File: src/rtl/mem_write_monitor.sv
// Pass/fail/timeout monitor snooping the MIPS data-memory write port.
// Optional MEM_WRITE_MONITOR_HIST_EN adds an 8-deep write history.
module mem_write_monitor #(
    parameter int AW      = 64,
    parameter int DW      = 64,
    parameter int NSIG    = 4,
    parameter int CW      = 10,
    parameter int TIMEOUT = 512,
    parameter int ORDERED = 0,
    localparam int IW     = (NSIG > 1) ? $clog2(NSIG) : 1
) (
    input  logic               clk,
    input  logic               reset,
    input  logic               start,
    input  logic [1:0]         memwrite,
    input  logic [AW-1:0]      dataadr,
    input  logic [DW-1:0]      writedata,
    input  logic [NSIG*AW-1:0] sig_addr,
    input  logic [NSIG*DW-1:0] sig_data,
    input  logic [NSIG-1:0]    sig_en,
    output logic               busy,
    output logic               done,
    output logic               pass,
    output logic               fail,
    output logic               timeout,
    output logic [IW-1:0]      match_idx,
    output logic [CW-1:0]      cycles,
    output logic [CW-1:0]      wr_count
`ifdef MEM_WRITE_MONITOR_HIST_EN
    ,
    input  logic [2:0]         hist_idx,
    output logic [AW-1:0]      hist_addr,
    output logic [DW-1:0]      hist_data
`endif
);

    localparam logic [2:0] S_IDLE = 3'd0;
    localparam logic [2:0] S_RUN  = 3'd1;
    localparam logic [2:0] S_PASS = 3'd2;
    localparam logic [2:0] S_FAIL = 3'd3;
    localparam logic [2:0] S_TMO  = 3'd4;

    localparam logic [CW-1:0] TO_LAST = CW'(TIMEOUT - 1);
    localparam logic [CW-1:0] CMAX    = '1;

    logic [2:0]      state, st_nx;
    logic [CW-1:0]   cyc_nx, wc_nx, cyc_inc;
    logic [IW-1:0]   ptr, ptr_nx, mi_nx;
    logic [NSIG-1:0] hit;
    logic            wr;

    logic            any_hit;
    logic [IW-1:0]   low_idx;
    logic            cur_ok, nxt_ok, fl_ok;
    logic [IW-1:0]   cur, nxt, fl_idx;

    // A write counts only in RUN, never on the arming cycle, never when X
    assign wr = (state == S_RUN) && !start && ((|memwrite) === 1'b1);

    // Full-width signature compare; unknown inputs resolve to no hit
    always_comb begin
        hit = '0;
        for (int i = 0; i < NSIG; i++) begin
            hit[i] = ((sig_en[i]
                     & (dataadr   == sig_addr[i*AW +: AW])
                     & (writedata == sig_data[i*DW +: DW])) === 1'b1);
        end
    end

    // Lowest hit index for unordered mode
    always_comb begin
        any_hit = 1'b0;
        low_idx = '0;
        for (int i = 0; i < NSIG; i++) begin
            if (!any_hit && hit[i]) begin
                any_hit = 1'b1;
                low_idx = IW'(i);
            end
        end
    end

    // Ordered mode: current slot, slot after it, and out-of-order hit
    always_comb begin
        cur_ok = 1'b0;
        cur    = '0;
        nxt_ok = 1'b0;
        nxt    = '0;
        fl_ok  = 1'b0;
        fl_idx = '0;
        for (int i = 0; i < NSIG; i++) begin
            if (!cur_ok && sig_en[i] && i >= int'(ptr)) begin
                cur_ok = 1'b1;
                cur    = IW'(i);
            end
        end
        for (int i = 0; i < NSIG; i++) begin
            if (cur_ok && !nxt_ok && sig_en[i] && i > int'(cur)) begin
                nxt_ok = 1'b1;
                nxt    = IW'(i);
            end
            if (cur_ok && !fl_ok && hit[i] && i > int'(cur)) begin
                fl_ok  = 1'b1;
                fl_idx = IW'(i);
            end
        end
    end

    // Next-state, counters and match bookkeeping
    always_comb begin
        st_nx   = state;
        cyc_nx  = cycles;
        wc_nx   = wr_count;
        ptr_nx  = ptr;
        mi_nx   = match_idx;
        cyc_inc = (cycles == CMAX) ? cycles : cycles + 1'b1;
        if (start) begin
            st_nx  = S_RUN;
            cyc_nx = '0;
            wc_nx  = '0;
            ptr_nx = '0;
            mi_nx  = '0;
        end else if (state == S_RUN) begin
            cyc_nx = cyc_inc;
            if (wr) begin
                wc_nx = (wr_count == CMAX) ? wr_count : wr_count + 1'b1;
                if (ORDERED == 0) begin
                    if (any_hit) begin
                        st_nx = S_PASS;
                        mi_nx = low_idx;
                    end
                end else begin
                    if (cur_ok && hit[cur]) begin
                        if (nxt_ok) begin
                            ptr_nx = nxt;
                        end else begin
                            st_nx = S_PASS;
                            mi_nx = cur;
                        end
                    end else if (fl_ok) begin
                        st_nx = S_FAIL;
                        mi_nx = fl_idx;
                    end
                end
            end
            // A match on the final cycle takes precedence over timeout
            if (st_nx == S_RUN && cyc_inc >= TO_LAST) begin
                st_nx = S_TMO;
            end
        end
    end

    // State and counter registers
    always_ff @(posedge clk or negedge reset) begin
        if (!reset) begin
            state     <= S_IDLE;
            cycles    <= '0;
            wr_count  <= '0;
            ptr       <= '0;
            match_idx <= '0;
        end else begin
            state     <= st_nx;
            cycles    <= cyc_nx;
            wr_count  <= wc_nx;
            ptr       <= ptr_nx;
            match_idx <= mi_nx;
        end
    end

    assign busy    = (state == S_RUN);
    assign pass    = (state == S_PASS);
    assign fail    = (state == S_FAIL);
    assign timeout = (state == S_TMO);
    assign done    = pass | fail | timeout;

`ifdef MEM_WRITE_MONITOR_HIST_EN
    logic [AW-1:0] h_addr [8];
    logic [DW-1:0] h_data [8];
    logic [2:0]    h_wp;
    logic [2:0]    h_rd;

    // Circular history of writes seen in RUN, cleared on every arm
    always_ff @(posedge clk or negedge reset) begin
        if (!reset) begin
            h_wp <= '0;
            for (int i = 0; i < 8; i++) begin
                h_addr[i] <= '0;
                h_data[i] <= '0;
            end
        end else if (start) begin
            h_wp <= '0;
            for (int i = 0; i < 8; i++) begin
                h_addr[i] <= '0;
                h_data[i] <= '0;
            end
        end else if (wr) begin
            h_addr[h_wp] <= dataadr;
            h_data[h_wp] <= writedata;
            h_wp         <= h_wp + 3'd1;
        end
    end

    assign h_rd      = h_wp - 3'd1 - hist_idx;
    assign hist_addr = h_addr[h_rd];
    assign hist_data = h_data[h_rd];
`endif

endmodule

File: config.mk
export PLATFORM = sky130hd
export DESIGN_NAME = mem_write_monitor
export DESIGN_NICKNAME = d
export VERILOG_FILES = /design/src/rtl/mem_write_monitor.sv
export SDC_FILE = /design/constraint.sdc
export NUM_CORES = 1
export LEC_CHECK = 0
export CAP_MARGIN = 20
export CORE_AREA = 2 2 265 267
export CTS_BUF_LIST = sky130_fd_sc_hd__clkbuf_8
export DETAILED_ROUTE_END_ITERATION = 16
export DIE_AREA = 0 0 267 269
export DONT_BUFFER_PORTS = 1
export HOLD_SLACK_MARGIN = 0.06
export PLACE_DENSITY = 0.3
export SYNTH_ARGS = -nofsm -noshare
export SYNTH_HDL_FRONTEND = slang
export SYNTH_SLANG_ARGS = --single-unit
File: constraint.sdc
create_clock -name clk -period 2.1 [get_ports clk]
set_input_delay 0.315 -clock clk [delete_from_list [all_inputs] [get_ports clk]]
set_output_delay 0.315 -clock clk [all_outputs]
set_load 0.01 [all_outputs]
== Word level (Yosys, flattened, before mapping) ==
Index checks and enable logic that the tools add are counted.

* Register bits: 25
* Output and inout port bits: 27
* Bits of input ports: 649

* Order comparisons: 1
* Reduce and logical (&&, ||, !) cells: 16
* Bitwise gates (word level): 10
* Equal/unequal tests: 21
* Mux-type cells: 25
* Add/subtract/negate cells: 2

{| class="wikitable"
|+ Operators by type and width
! operator !! count
|-
| 64-bit == test || 8
|-
| 10-bit two-way mux || 7
|-
| 3-bit two-way mux || 7
|-
| 10-bit by 1-bit adder with 10-bit output (second input constant) || 2
|-
| 10-bit == test (second input constant) || 2
|-
| 2-bit two-way mux || 6
|-
| 10-bit by 9-bit greater-or-equal comparator with 1-bit output (second input constant) || 1
|-
| 1-bit bitwise AND || 8
|-
| 3-bit by 1-bit == test with 1-bit output (second input constant) || 2
|-
| 3-bit by 2-bit == test with 1-bit output (second input constant) || 2
|-
| 1-bit logical AND || 6
|-
| 3-bit AND reduction || 2
|-
| 2-bit nonzero test || 3
|-
| 1-bit case equality test (second input constant) || 5
|-
| 1-bit two-way mux || 5
|-
| 1-bit logical NOT || 4
|-
| 3-bit == test (second input constant) || 1
|-
| 2-bit inequality test (second input constant) || 1
|-
| 1-bit bitwise OR || 2
|-
| 2-bit OR reduction || 1
|}

== Logic depth before layout (Yosys ltp) ==
Gate-level depths: netlist (run 1).

* Depth after elaboration: 23
* Gate-level depth with buffers: 10
* Gate-level depth less buffers: 9

== Worst setup path before layout (run 1) ==
Ideal clock, no wire load.

* Kind: input port to flip-flop
* From: in sig_data[121]
* To: reg state[0]
* Library setup time: 0.120 ns
* Setup slack: -0.347 ns
* Cell stages on the path: 8
* Data required time: 1.980 ns
* Arrival: 2.328 ns
* Path buffers: 0
* Path through: nor2b_1 a2111o_1 nor4_1 nand4_1 or4_4 or2_0 a31o_1 a31o_1

* Word-level cells in the longest chain between the ends: 20

{| class="wikitable"
|+ Ends and longest elaborated chain
! what !! RTL line !! text
|-
| start: declaration || 19 || <nowiki>input logic [NSIG*DW-1:0] sig_data,</nowiki>
|-
| 64-bit == test (*) || 66 || <nowiki>& (writedata == sig_data[i*DW +: DW])) === 1'b1);</nowiki>
|-
| 1-bit bitwise AND (*) || 66 ||
|-
| 1-bit case equality test (*) || 66 ||
|-
| 1-bit logical AND (*) || 75 || <nowiki>if (!any_hit && hit[i]) begin</nowiki>
|-
| 1-bit two-way mux (*) || 75 ||
|-
| 1-bit logical NOT || 75 ||
|-
| 1-bit logical AND || 75 ||
|-
| 1-bit two-way mux (*) || 75 ||
|-
| (+4 left out) || n/a ||
|-
| 3-bit two-way mux (*) || 124 || <nowiki>if (wr) begin</nowiki>
|-
| 3-bit two-way mux (*) || 122 || <nowiki>end else if (state == S_RUN) begin</nowiki>
|-
| 3-bit two-way mux (*) || 116 || <nowiki>if (start) begin</nowiki>
|-
| 3-bit by 1-bit == test with 1-bit output || 146 || <nowiki>if (st_nx == S_RUN && cyc_inc >= TO_LAST) begin</nowiki>
|-
| 1-bit logical AND || 146 ||
|-
| 3-bit two-way mux (*) || 146 ||
|-
| 3-bit two-way mux (*) || 122 ||
|-
| 3-bit two-way mux (*) || 116 ||
|-
| end signal: assignment || 161 || <nowiki>state <= st_nx;</nowiki>
|-
| end: declaration || 46 || <nowiki>logic [2:0] state, st_nx;</nowiki>
|}

Mark *: on every way between the ends. The rest lies on a longest branch, timed or not. The select of a mux whose other input is x is not followed.
A chain may end at the register's enable or synchronous reset.

== Worst setup path after layout (run 1) ==
* From: in sig_addr[152]
* To: reg state[0]

* Word-level cells in the longest chain between the ends: 18

{| class="wikitable"
|+ Ends and longest elaborated chain
! what !! RTL line !! text
|-
| start: declaration || 18 || <nowiki>input logic [NSIG*AW-1:0] sig_addr,</nowiki>
|-
| 64-bit == test (*) || 65 || <nowiki>& (dataadr == sig_addr[i*AW +: AW])</nowiki>
|-
| 1-bit bitwise AND (*) || 65 ||
|-
| 1-bit bitwise AND (*) || 66 ||
|-
| 1-bit case equality test (*) || 66 ||
|-
| 1-bit logical AND (*) || 75 ||
|-
| 1-bit two-way mux (*) || 75 ||
|-
| 1-bit logical NOT || 75 ||
|-
| 1-bit logical AND || 75 ||
|-
| (+2 left out) || n/a ||
|-
| 3-bit two-way mux (*) || 124 ||
|-
| 3-bit two-way mux (*) || 122 ||
|-
| 3-bit two-way mux (*) || 116 ||
|-
| 3-bit by 1-bit == test with 1-bit output || 146 ||
|-
| 1-bit logical AND || 146 ||
|-
| 3-bit two-way mux (*) || 146 ||
|-
| 3-bit two-way mux (*) || 122 ||
|-
| 3-bit two-way mux (*) || 116 ||
|}

Marked as above.

==> results of run 1 <==
-- cell type report --
type                    instances  area, um^2
well taps                     940        1180
inverters                      75         282
fillers                      7912       55400
repair buffers                351        2690
multi-input cells            1226        8990
clock buffers                   3        41.3
diodes                         18        45.0
flip-flops and latches         25         626
clock inverters                 1        7.51
-- metal layers --
layer / routed length [um] / up-vias
li1: - / 5630
met1: 45300 / 6493
met2: 54300 / 869
met3: 13200 / 162
met4: 4360 / 14
met5: 103 / -
-- worst max-delay path by stage --
stage,start,endpoint,cells after the start
finish,sig_addr[152],state[0]$_DFFE_PN0P_,10
global route,writedata[6],state[2]$_DFFE_PN0P_,10
CTS,sig_data[213],state[0]$_DFFE_PN0P_,10
detailed placement,sig_data[21],state[0]$_DFFE_PN0P_,10
global placement,sig_data[21],state[0]$_DFFE_PN0P_,10
floorplan,dataadr[34],state[0]$_DFFE_PN0P_,8
-- state kept, by name, indices dropped and copies added, names as in the netlist --
name / cells
cycles: 10
wr_count: 10
state: 3
match_idx: 2
-- what timing repair did --
item / 4_1_cts / 5_1_grt
buffers inserted: 3 / 2
resized for setup: 56 / 32
hold buffers: 3 / 0
endpoints found under the setup margin: 8 / 11
cloned: 0 / 0
endpoints found under the hold margin: 34 / 0
pin swaps: 18 / 16
-- cell usage in the layout, fill, tap and decap left out, types with 10 or more instances in the layout --
| master | Yosys | layout |
|---|---|---|
| xor2_1 | 44 | 42 |
| nor4_4 | 0 | 11 |
| o22ai_1 | 14 | 14 |
| diode_2 | 0 | 18 |
| o2111ai_1 | 34 | 32 |
| nor4_1 | 82 | 49 |
| o21ai_0 | 10 | 10 |
| nand4_1 | 174 | 174 |
| buf_4 | 0 | 343 |
| nor2b_1 | 102 | 100 |
| inv_1 | 72 | 72 |
| a2111o_1 | 20 | 20 |
| nor3_1 | 17 | 15 |
| xnor2_1 | 235 | 227 |
| nor2_1 | 36 | 35 |
| a21oi_1 | 13 | 11 |
| nand3_1 | 25 | 24 |
| nor4_2 | 1 | 23 |
| dfrtp_1 | 25 | 25 |
| nand2_1 | 49 | 49 |
| nand2b_1 | 265 | 264 |
-- per-stage QoR --
step / power (mW) / std cells / setup slack (ns)
after global placement: 2.92 / 2609 / -1.20
after floorplan: 1.73 / 1343 / -0.179
after CTS: 3.34 / 2619 / -0.159
after global routing: 3.54 / 2621 / -0.230
after detailed placement: 2.90 / 2609 / -1.12
final: 3.36 / 2639 / -0.185
-- cell families (layout without fill, tap and decap cells) --
| kind of cell | Yosys count | count (layout) | synth area share |
|---|---|---|---|
| AND/OR/NAND/NOR | 802 | 802 | 0.512 |
| flip-flops | 25 | 25 | 0.0662 |
| adder cells (fa/ha/maj) | 3 | 3 | 0.00371 |
| AO/OA/AOI/OAI | 139 | 139 | 0.119 |
| other | 0 | 18 | 0 |
| XOR/XNOR | 279 | 279 | 0.259 |
| multiplexers | 3 | 3 | 0.00318 |
| buffers and inverters | 92 | 430 | 0.0368 |
-- critical path, stage by stage --
cell and delay, ns:
xnor2_4 0.18, nand4_1 0.45, nor4_4 0.40, buf_4 0.16, nand4_1 0.11, buf_6 0.16, nor4_4 0.16, a21oi_2 0.10
a31o_1 0.25, a31o_1 0.17
-- power by group through the flow --
stage	Sequential (mW)	Clock (mW)	Combinational (mW)
final	0.508	0.338	2.51
after global routing	0.510	0.366	2.67
after CTS	0.507	0.356	2.48
after detailed placement	0.517	0	2.38
after global placement	0.517	0	2.40
after floorplan	0.519	0	1.22
==> flow_metrics.py, run 1 <==
metrics = {
    "timing": {
        "whs_ns": 0.0736,
        "max_freq_mhz": 438,
        "finClkSkew_ns": 0.00838,
        "tightestPinTransition_ns": 0.842,
        "setup_viol": 5,
        "fin_crit_ns": 2.29,
        "drv_slew": 0,
        "finalWorstSetupSlack_ns": -0.185,
        "hold_violations": 0,
        "slew_headroom": 0.437,
        "rsz0062_at_grt": "yes",
        "finalSetupTns_ns": -0.682,
        "timing.final.crit_share": 1.09,
    },
    "place": {
        "port_buffers": 0,
        "gp_congestion": 1.02,
        "dp_hpwl_um": 105000,
        "place_area_um2": 13200,
    },
    "power_and_ir_drop": {
        "power_switching_mw": 1.46,
        "power_leakage_nw": 4.96,
        "powerDensity_nw_per_um2": 242,
        "p_comb_frac": 0.748,
        "seq_power_share": 0.151,
        "vdd_drop_max_v": 0.000205,
        "internal_power_mw": 1.89,
        "clockPowerShare": 0.101,
        "swShare": 0.436,
    },
    "cts": {
        "root_buffer": "clkbuf_8",
        "clock-sinks": 25,
        "worst_skew_pair.late_latency_ns": 0.29,
        "cts.clk_slew.worst_paths_ns": 0.12,
        "htreeDepth": 1,
        "cts_max_path_buffers": 2,
        "cts_tree": "done",
        "numCtsBuffers": 3,
    },
    "synth": {
        "yosysTopAreaCell": "xnor2_1",
        "ys.flop_type": "dfrtp_1",
        "synthCells": 1343,
        "synth_most_common_cell": "nand2b_1",
        "async_reset_ff_frac": 1.00,
        "synth_area_leaders": "xnor2_1 22%, nand2b_1 18%, nand4_1 12%, nor2b_1 6.8%, dfrtp_1 6.6%",
        "synth_top_cells_by_count": "265 x nand2b_1, 235 x xnor2_1, 174 x nand4_1",
        "ys_seq_area_frac": 0.0662,
        "synth_edf_count": 0,
        "ys_warn_count": 0,
        "mappedNetlistArea_um2": 9450,
        "syn_nets": 1994,
        "synth_area_per_cell_um2": 7.03,
        "ys_ff_latch": 25,
        "synth.distinct_cells": 57,
        "synth_top_area_frac": 0.218,
    },
    "hold_path": {
        "hold_path.class": "input pin to flip-flop",
        "min-delay-start": "start",
        "hold_end": "wr_count[4]$_DFFE_PN0P_",
        "min_path_cells": 1,
    },
    "routing": {
        "drt_first_pass_iters": 5,
        "drtAntennaViolNets": 0,
        "initialDrtViolationCount": 1161,
        "drc_errors": 0,
        "vias": 13168,
        "via_per_inst": 4.99,
        "wl_per_cell_um": 44.5,
        "wirelength_um": 117000,
    },
    "layout": {
        "final_util": 0.200,
        "fin_nets": 2333,
        "drive_gt1_frac": 0.257,
        "syn_to_final_growth_pct": 46.7,
        "final_area_um2": 13900,
    },
    "grt": {
        "use_met1": 0.373,
        "grt_pass1_wl_um": 145000,
        "grtUsageMet2": 0.533,
        "grt-ovfl-total": 0,
        "grt-busiest-layer": "met2",
        "antenna_found_initial": 29,
        "grt_pass1_vias": 13386,
        "grtUsageMet3": 0.110,
        "track_usage": 0.314,
        "grt_max_degree": 26,
    },
    "die": {
        "rows": 97,
        "start_util": 0.136,
        "die_h_um": 269,
        "dieArea_um2": 71800,
        "io-pin-count": 676,
        "coreArea_um2": 69300,
        "die_w_um": 267,
    },
    "critical_path": {
        "reg2reg_setup_slack_ns": -0.08,
        "critical_path_class": "input pin to flip-flop",
        "cp.arrival_ns": 2.47,
        "r2r_start": "cycles[0]$_DFFE_PN0P_",
        "reg2regPathDepth": 8,
        "cp-start-kind": "input pin",
        "critPathMaxFanout": 2,
        "required_ns": 2.29,
        "critPathCaptureType": "flip-flop",
        "rr_endpoint": "state[0]$_DFFE_PN0P_",
    },
    "run_status": {
        "violations": "negative setup slack",
        "status": "finished, violations left",
    },
    "run": {
        "max_cap_violations": 0,
    },
}
(Power assumes the default switching activity.)
==> run 2, diff against run 1 <==
==> constraint.sdc (replaced) <==
create_clock -name clk -period 2.1 [get_ports clk]
set_input_delay 0.105 -clock clk [delete_from_list [all_inputs] [get_ports clk]]
set_output_delay 0.105 -clock clk [all_outputs]
set_load 0.05 [all_outputs]
==> run 2 against run 1 <==
Worst setup slack got worse by 0.18 ns. Global-route usage increased by 0.29 points. Wire length up 0.67%. The flow finishes with violations (negative hold slack, negative setup slack). Highest routed layer unchanged. Largest power group unchanged.
==> flow_metrics.py, run 2 (synthesis gave the netlist of run 1 again) <==
metrics = {
    "run_status": {
        "status": "finished, violations left",
        "violations": "negative hold slack, negative setup slack",
    },
    "die": {
        "die_h_um": 269,
        "start_util": 0.136,
        "rows": 97,
        "coreArea_um2": 69300,
        "io-pin-count": 676,
        "die_w_um": 267,
        "dieArea_um2": 71800,
    },
    "place": {
        "place_area_um2": 12500,
        "port_buffers": 0,
        "dp_hpwl_um": 106000,
        "gp_congestion": 1.02,
        "place_inst": 2513,
        "post-place-ws_ns": -1.41,
    },
    "routing": {
        "wl_per_cell_um": 46.6,
        "initialDrtViolationCount": 1257,
        "vias": 13136,
        "drt_first_pass_iters": 5,
        "via_per_inst": 5.18,
        "drtAntennaViolNets": 0,
        "drc_errors": 0,
        "wirelength_um": 118000,
    },
    "timing": {
        "drv_slew": 0,
        "tightestPinTransition_ns": 0.951,
        "timing.final.crit_share": 1.18,
        "rsz0062_at_grt": "yes",
        "hold_violations": 24,
        "setup_viol": 4,
        "slew_headroom": 0.364,
        "whs_ns": -0.154,
        "finClkSkew_ns": 0.00883,
        "finalWorstSetupSlack_ns": -0.369,
        "fin_crit_ns": 2.47,
        "max_freq_mhz": 405,
        "finalSetupTns_ns": -1.13,
    },
    "power_and_ir_drop": {
        "power_switching_mw": 1.41,
        "internal_power_mw": 1.74,
        "swShare": 0.448,
        "clockPowerShare": 0.111,
        "power_leakage_nw": 4.41,
        "p_comb_frac": 0.730,
        "seq_power_share": 0.159,
        "powerDensity_nw_per_um2": 245,
        "power_mw": 3.15,
        "vdd_drop_max_v": 0.000186,
    },
    "critical_path": {
        "critPathMaxFanout": 4,
        "cpPeakStageDelay_ns": 0.56,
        "crit_path_top_delay_cell": "or4_4",
        "reg2regPathDepth": 8,
        "cp_num_buf_inv": 1,
        "required_ns": 2.30,
        "critical_path_class": "input pin to flip-flop",
        "critPathLaunch": "writedata[38]",
        "critPathCaptureType": "flip-flop",
        "crit_path_cell_trace": "xor2_4, or4_4, nor4_4, buf_4, nand4_1, nor4_2, nand3_1, a31o_1, a31o_1",
        "r2r_start": "cycles[1]$_DFFE_PN0P_",
        "cp-start-kind": "input pin",
        "cp.depth": 9,
        "critical-path-top-delay-family": "simple AND/OR/NAND/NOR gates",
        "reg2reg_setup_slack_ns": -0.10,
        "cp.arrival_ns": 2.67,
        "cpMostUsedCell": "a31o_1",
        "rr_endpoint": "state[2]$_DFFE_PN0P_",
    },
    "cts": {
        "cts_max_path_buffers": 2,
        "hold_buffers": 3,
        "cts_tree": "done",
        "htreeDepth": 1,
        "worst_skew_pair.late_latency_ns": 0.30,
        "clock-sinks": 25,
        "cts.clk_slew.worst_paths_ns": 0.12,
        "numCtsBuffers": 3,
        "root_buffer": "clkbuf_8",
    },
    "grt": {
        "grt-ovfl-total": 0,
        "use_met1": 0.365,
        "grtUsageMet2": 0.532,
        "grtUsageMet3": 0.131,
        "grt-busiest-layer": "met2",
        "grt_max_degree": 28,
        "grt_pass1_vias": 13341,
        "grt_pass1_wl_um": 146000,
        "antenna_found_initial": 34,
        "track_usage": 0.317,
    },
    "layout": {
        "layout_commonest_cell": "nand2b_1",
        "n_fill_cell": 8021,
        "final_cell_mix": "265 x nand2b_1, 246 x buf_4, 232 x xnor2_1",
        "final_area_um2": 12900,
        "final_util": 0.186,
        "multi_input_area_um2": 8750,
        "fin_nets": 2235,
        "final_cell_count_no_fill": 2534,
        "drive_gt1_frac": 0.192,
        "syn_to_final_growth_pct": 36.1,
        "ff_latch_area_um2": 632,
        "top_regs": "cycles: 10 flops, wr_count: 10 flops, state: 3 flops",
    },
    "hold_path": {
        "hold_path.class": "input pin to flip-flop",
        "min_path_cells": 1,
        "hold_end": "cycles[1]$_DFFE_PN0P_",
        "min-delay-start": "start",
    },
    "run": {
        "max_cap_violations": 0,
    },
}
-- run 2: changes by cell type in the layout (fill, tap and decap cells not counted), moves of 6 or more --
| cell | before | now |
|---|---|---|
| buf_4 | 343 | 246 |
| nor4_4 | 11 | 5 |
| nor4_2 | 23 | 13 |
| diode_2 | 18 | 11 |
| nor4_1 | 49 | 65 |
-- run 2: layout make-up --
class / instances / share of cell area
timing repair buffer: 253 / 0.152
inverter: 75 / 0.0219
tap: 940 / 0.0914
multi-input combinational: 1226 / 0.680
clock buffer: 3 / 0.00321
antenna: 11 / 0.00214
clock inverter: 1 / 0.000584
sequential: 25 / 0.0491
-- run 2: what timing repair did --
item                                    CTS  global route
resized for setup                        23            20
setup buffers                             3             0
pin swaps                                13             5
endpoints found under the setup margin    5            13
hold endpoints to repair                 50            24
-- run 2: power groups by stage --
stage | logic (mW) | clock network [mW] | registers, mW
3_5_place_dp | 2.21 | 0 | 0.512
2_1_floorplan | 1.22 | 0 | 0.555
3_3_place_gp | 2.24 | 0 | 0.512
4_1_cts | 2.27 | 0.378 | 0.503
6_report | 2.30 | 0.349 | 0.503
5_1_grt | 2.43 | 0.375 | 0.504
-- run 2: worst max path at each step --
stage                                end
floorplan           state[0]$_DFFE_PN0P_
global placement    state[0]$_DFFE_PN0P_
detailed placement  state[0]$_DFFE_PN0P_
CTS                 state[0]$_DFFE_PN0P_
global route        state[0]$_DFFE_PN0P_
finish              state[0]$_DFFE_PN0P_
-- run 2: layer usage --
layer / vias to the layer above / routed length (um)
met4: 36 / 4540
met2: 921 / 54400
met1: 6581 / 45100
met3: 181 / 13900
met5: - / 241
li1: 5417 / -
==> run 3, diff against run 2 <==
--- a/config.mk
+++ b/config.mk
@@ -6,10 +6,10 @@
 export NUM_CORES = 1
 export LEC_CHECK = 0
 export CAP_MARGIN = 20
-export CORE_AREA = 2 2 265 267
+export CORE_AREA = 2 2 262 264
 export CTS_BUF_LIST = sky130_fd_sc_hd__clkbuf_8
 export DETAILED_ROUTE_END_ITERATION = 16
-export DIE_AREA = 0 0 267 269
+export DIE_AREA = 0 0 264 266
 export DONT_BUFFER_PORTS = 1
 export HOLD_SLACK_MARGIN = 0.06
 export PLACE_DENSITY = 0.3
==> run 3 against run 2 <==
The run ends with negative setup slack left. Worst setup slack worse by 0.0018 ns. Via count increased by 0.96%. Fmax about the same. Critical path type unchanged. Highest routed layer unchanged. Wire length about the same. Largest cell class unchanged. Cell area decreased by 1.1%. Clock skew shrank 0.00071 ns. Count of clock-buffer cells in the layout is the same. Flip-flop and latch count is the same.
==> flow_metrics.py, run 3 (synthesis gave the netlist of run 1 again) <==
metrics = {
    "cts": {
        "clock-sinks": 25,
        "root_buffer": "clkbuf_8",
        "cts_max_path_buffers": 2,
        "htreeDepth": 1,
        "cts.clk_slew.worst_paths_ns": 0.12,
        "cts_tree": "done",
        "numCtsBuffers": 3,
        "worst_skew_pair.late_latency_ns": 0.31,
    },
    "place": {
        "dp_hpwl_um": 106000,
        "port_buffers": 0,
        "gp_congestion": 1.04,
        "place_area_um2": 12200,
    },
    "power_and_ir_drop": {
        "vdd_drop_max_v": 0.000222,
        "power_leakage_nw": 4.34,
        "powerDensity_nw_per_um2": 248,
    },
    "timing": {
        "finalWorstSetupSlack_ns": -0.370,
        "drv_slew": 0,
        "rsz0062_at_grt": "yes",
        "tightestPinTransition_ns": 0.928,
        "fin_crit_ns": 2.47,
        "slew_headroom": 0.379,
        "timing.final.crit_share": 1.18,
        "whs_ns": 0.236,
        "hold_violations": 0,
        "finClkSkew_ns": 0.00812,
        "max_freq_mhz": 405,
        "setup_viol": 4,
    },
    "layout": {
        "final_area_um2": 12700,
        "fin_nets": 2217,
        "final_cell_mix": "265 x nand2b_1, 230 x xnor2_1, 227 x buf_4",
        "drive_gt1_frac": 0.187,
        "syn_to_final_growth_pct": 34.6,
        "top_regs": "cycles: 10 flops, wr_count: 10 flops, state: 3 flops",
        "layout_commonest_cell": "nand2b_1",
        "n_fill_cell": 7840,
    },
    "routing": {
        "vias": 13262,
        "wirelength_um": 118000,
        "wl_per_cell_um": 47.9,
        "drt_first_pass_iters": 5,
        "initialDrtViolationCount": 1325,
        "via_per_inst": 5.38,
        "drtAntennaViolNets": 0,
        "drc_errors": 0,
    },
    "critical_path": {
        "cp.arrival_ns": 2.68,
        "critical_path_class": "input pin to flip-flop",
        "required_ns": 2.31,
        "critPathCaptureType": "flip-flop",
        "critPathMaxFanout": 4,
        "reg2regPathDepth": 8,
        "cp-start-kind": "input pin",
    },
    "grt": {
        "grt_pass1_vias": 13481,
        "grtUsageMet3": 0.132,
        "grt_pass1_wl_um": 147000,
        "grt_max_degree": 28,
        "track_usage": 0.324,
        "use_met1": 0.390,
        "antenna_found_initial": 28,
        "grt-ovfl-total": 0,
        "grt-busiest-layer": "met2",
        "grtUsageMet2": 0.516,
    },
    "die": {
        "die_h_um": 266,
        "die_w_um": 264,
        "dieArea_um2": 70200,
        "start_util": 0.139,
        "rows": 96,
        "coreArea_um2": 67700,
        "io-pin-count": 676,
    },
    "run": {
        "max_cap_violations": 0,
    },
    "run_status": {
        "violations": "negative setup slack",
        "status": "finished, violations left",
    },
    "hold_path": {
        "hold_path.class": "input pin to async pin",
    },
}
[run 3: per-layer routing]
layer  wire length [um]  part of all wire
met3              15000              0.13
met5                166            0.0014
met2              51600              0.44
met1              46000              0.39
met4               5410             0.046
[run 3: layout make-up]
class                           count  area [um^2]  share of cell area
Sequential cell                    25          632              0.0497
Clock inverter                      1         7.51            0.000590
Antenna cell                       20         50.0             0.00394
Inverter                           75          282              0.0221
Timing Repair Buffer              235         1820               0.143
Clock buffer                        3         41.3             0.00325
Multi-Input combinational cell   1226         8780               0.691
Tap cell                          882         1100              0.0868
[run 3: stage by stage]
step / TNS [ns] / std cells / total power [mW] / setup WS, ns / utilization
3_3_place_gp: -6.60 / 2434 / 2.70 / -1.51 / 0.180
3_5_place_dp: -6.44 / 2434 / 2.68 / -1.51 / 0.180
5_1_grt: -0.940 / 2449 / 3.31 / -0.303 / 0.187
2_1_floorplan: 0 / 1343 / 1.77 / 0.00176 / -
4_1_cts: -1.31 / 2442 / 3.11 / -0.463 / 0.184
6_report: -1.05 / 2467 / 3.15 / -0.370 / 0.188
[run 3: worst paths after layout]
check,startpoint,endpoint,slack (ns)
worst min-delay path,reset,wr_count[6]$_DFFE_PN0P_,0.24
min in group clk,start,wr_count[9]$_DFFE_PN0P_,0.25
worst max register to register,cycles[0]$_DFFE_PN0P_,state[0]$_DFFE_PN0P_,-0.03
worst min register to register,cycles[2]$_DFFE_PN0P_,cycles[2]$_DFFE_PN0P_,0.60
worst max-delay path,writedata[38],state[0]$_DFFE_PN0P_,-0.37
max in group asynchronous,reset,cycles[0]$_DFFE_PN0P_,1.68
[run 3: timing repair]
action                                  in CTS  in global routing
pin swaps                                   11                 13
resized for setup                           25                 28
endpoints found under the setup margin      14                 14
buffers inserted                             2                  3
endpoints found under the hold margin       50                 25
hold buffers                                 2                  2
[run 3: power breakdown]
group / internal, mW / switching (mW)
Combinational: 1.09 / 1.20
Sequential: 0.493 / 0.00926
Clock: 0.137 / 0.226
Total: 1.71 / 1.44
[run 3: worst max-delay path: stages]
cell and delay (ns):
xor2_4 0.20, or4_4 0.55, nor4_4 0.36, buf_4 0.20, nand4_1 0.34, nor4_4 0.38
nand3_2 0.13, a31o_1 0.22, a31o_1 0.17
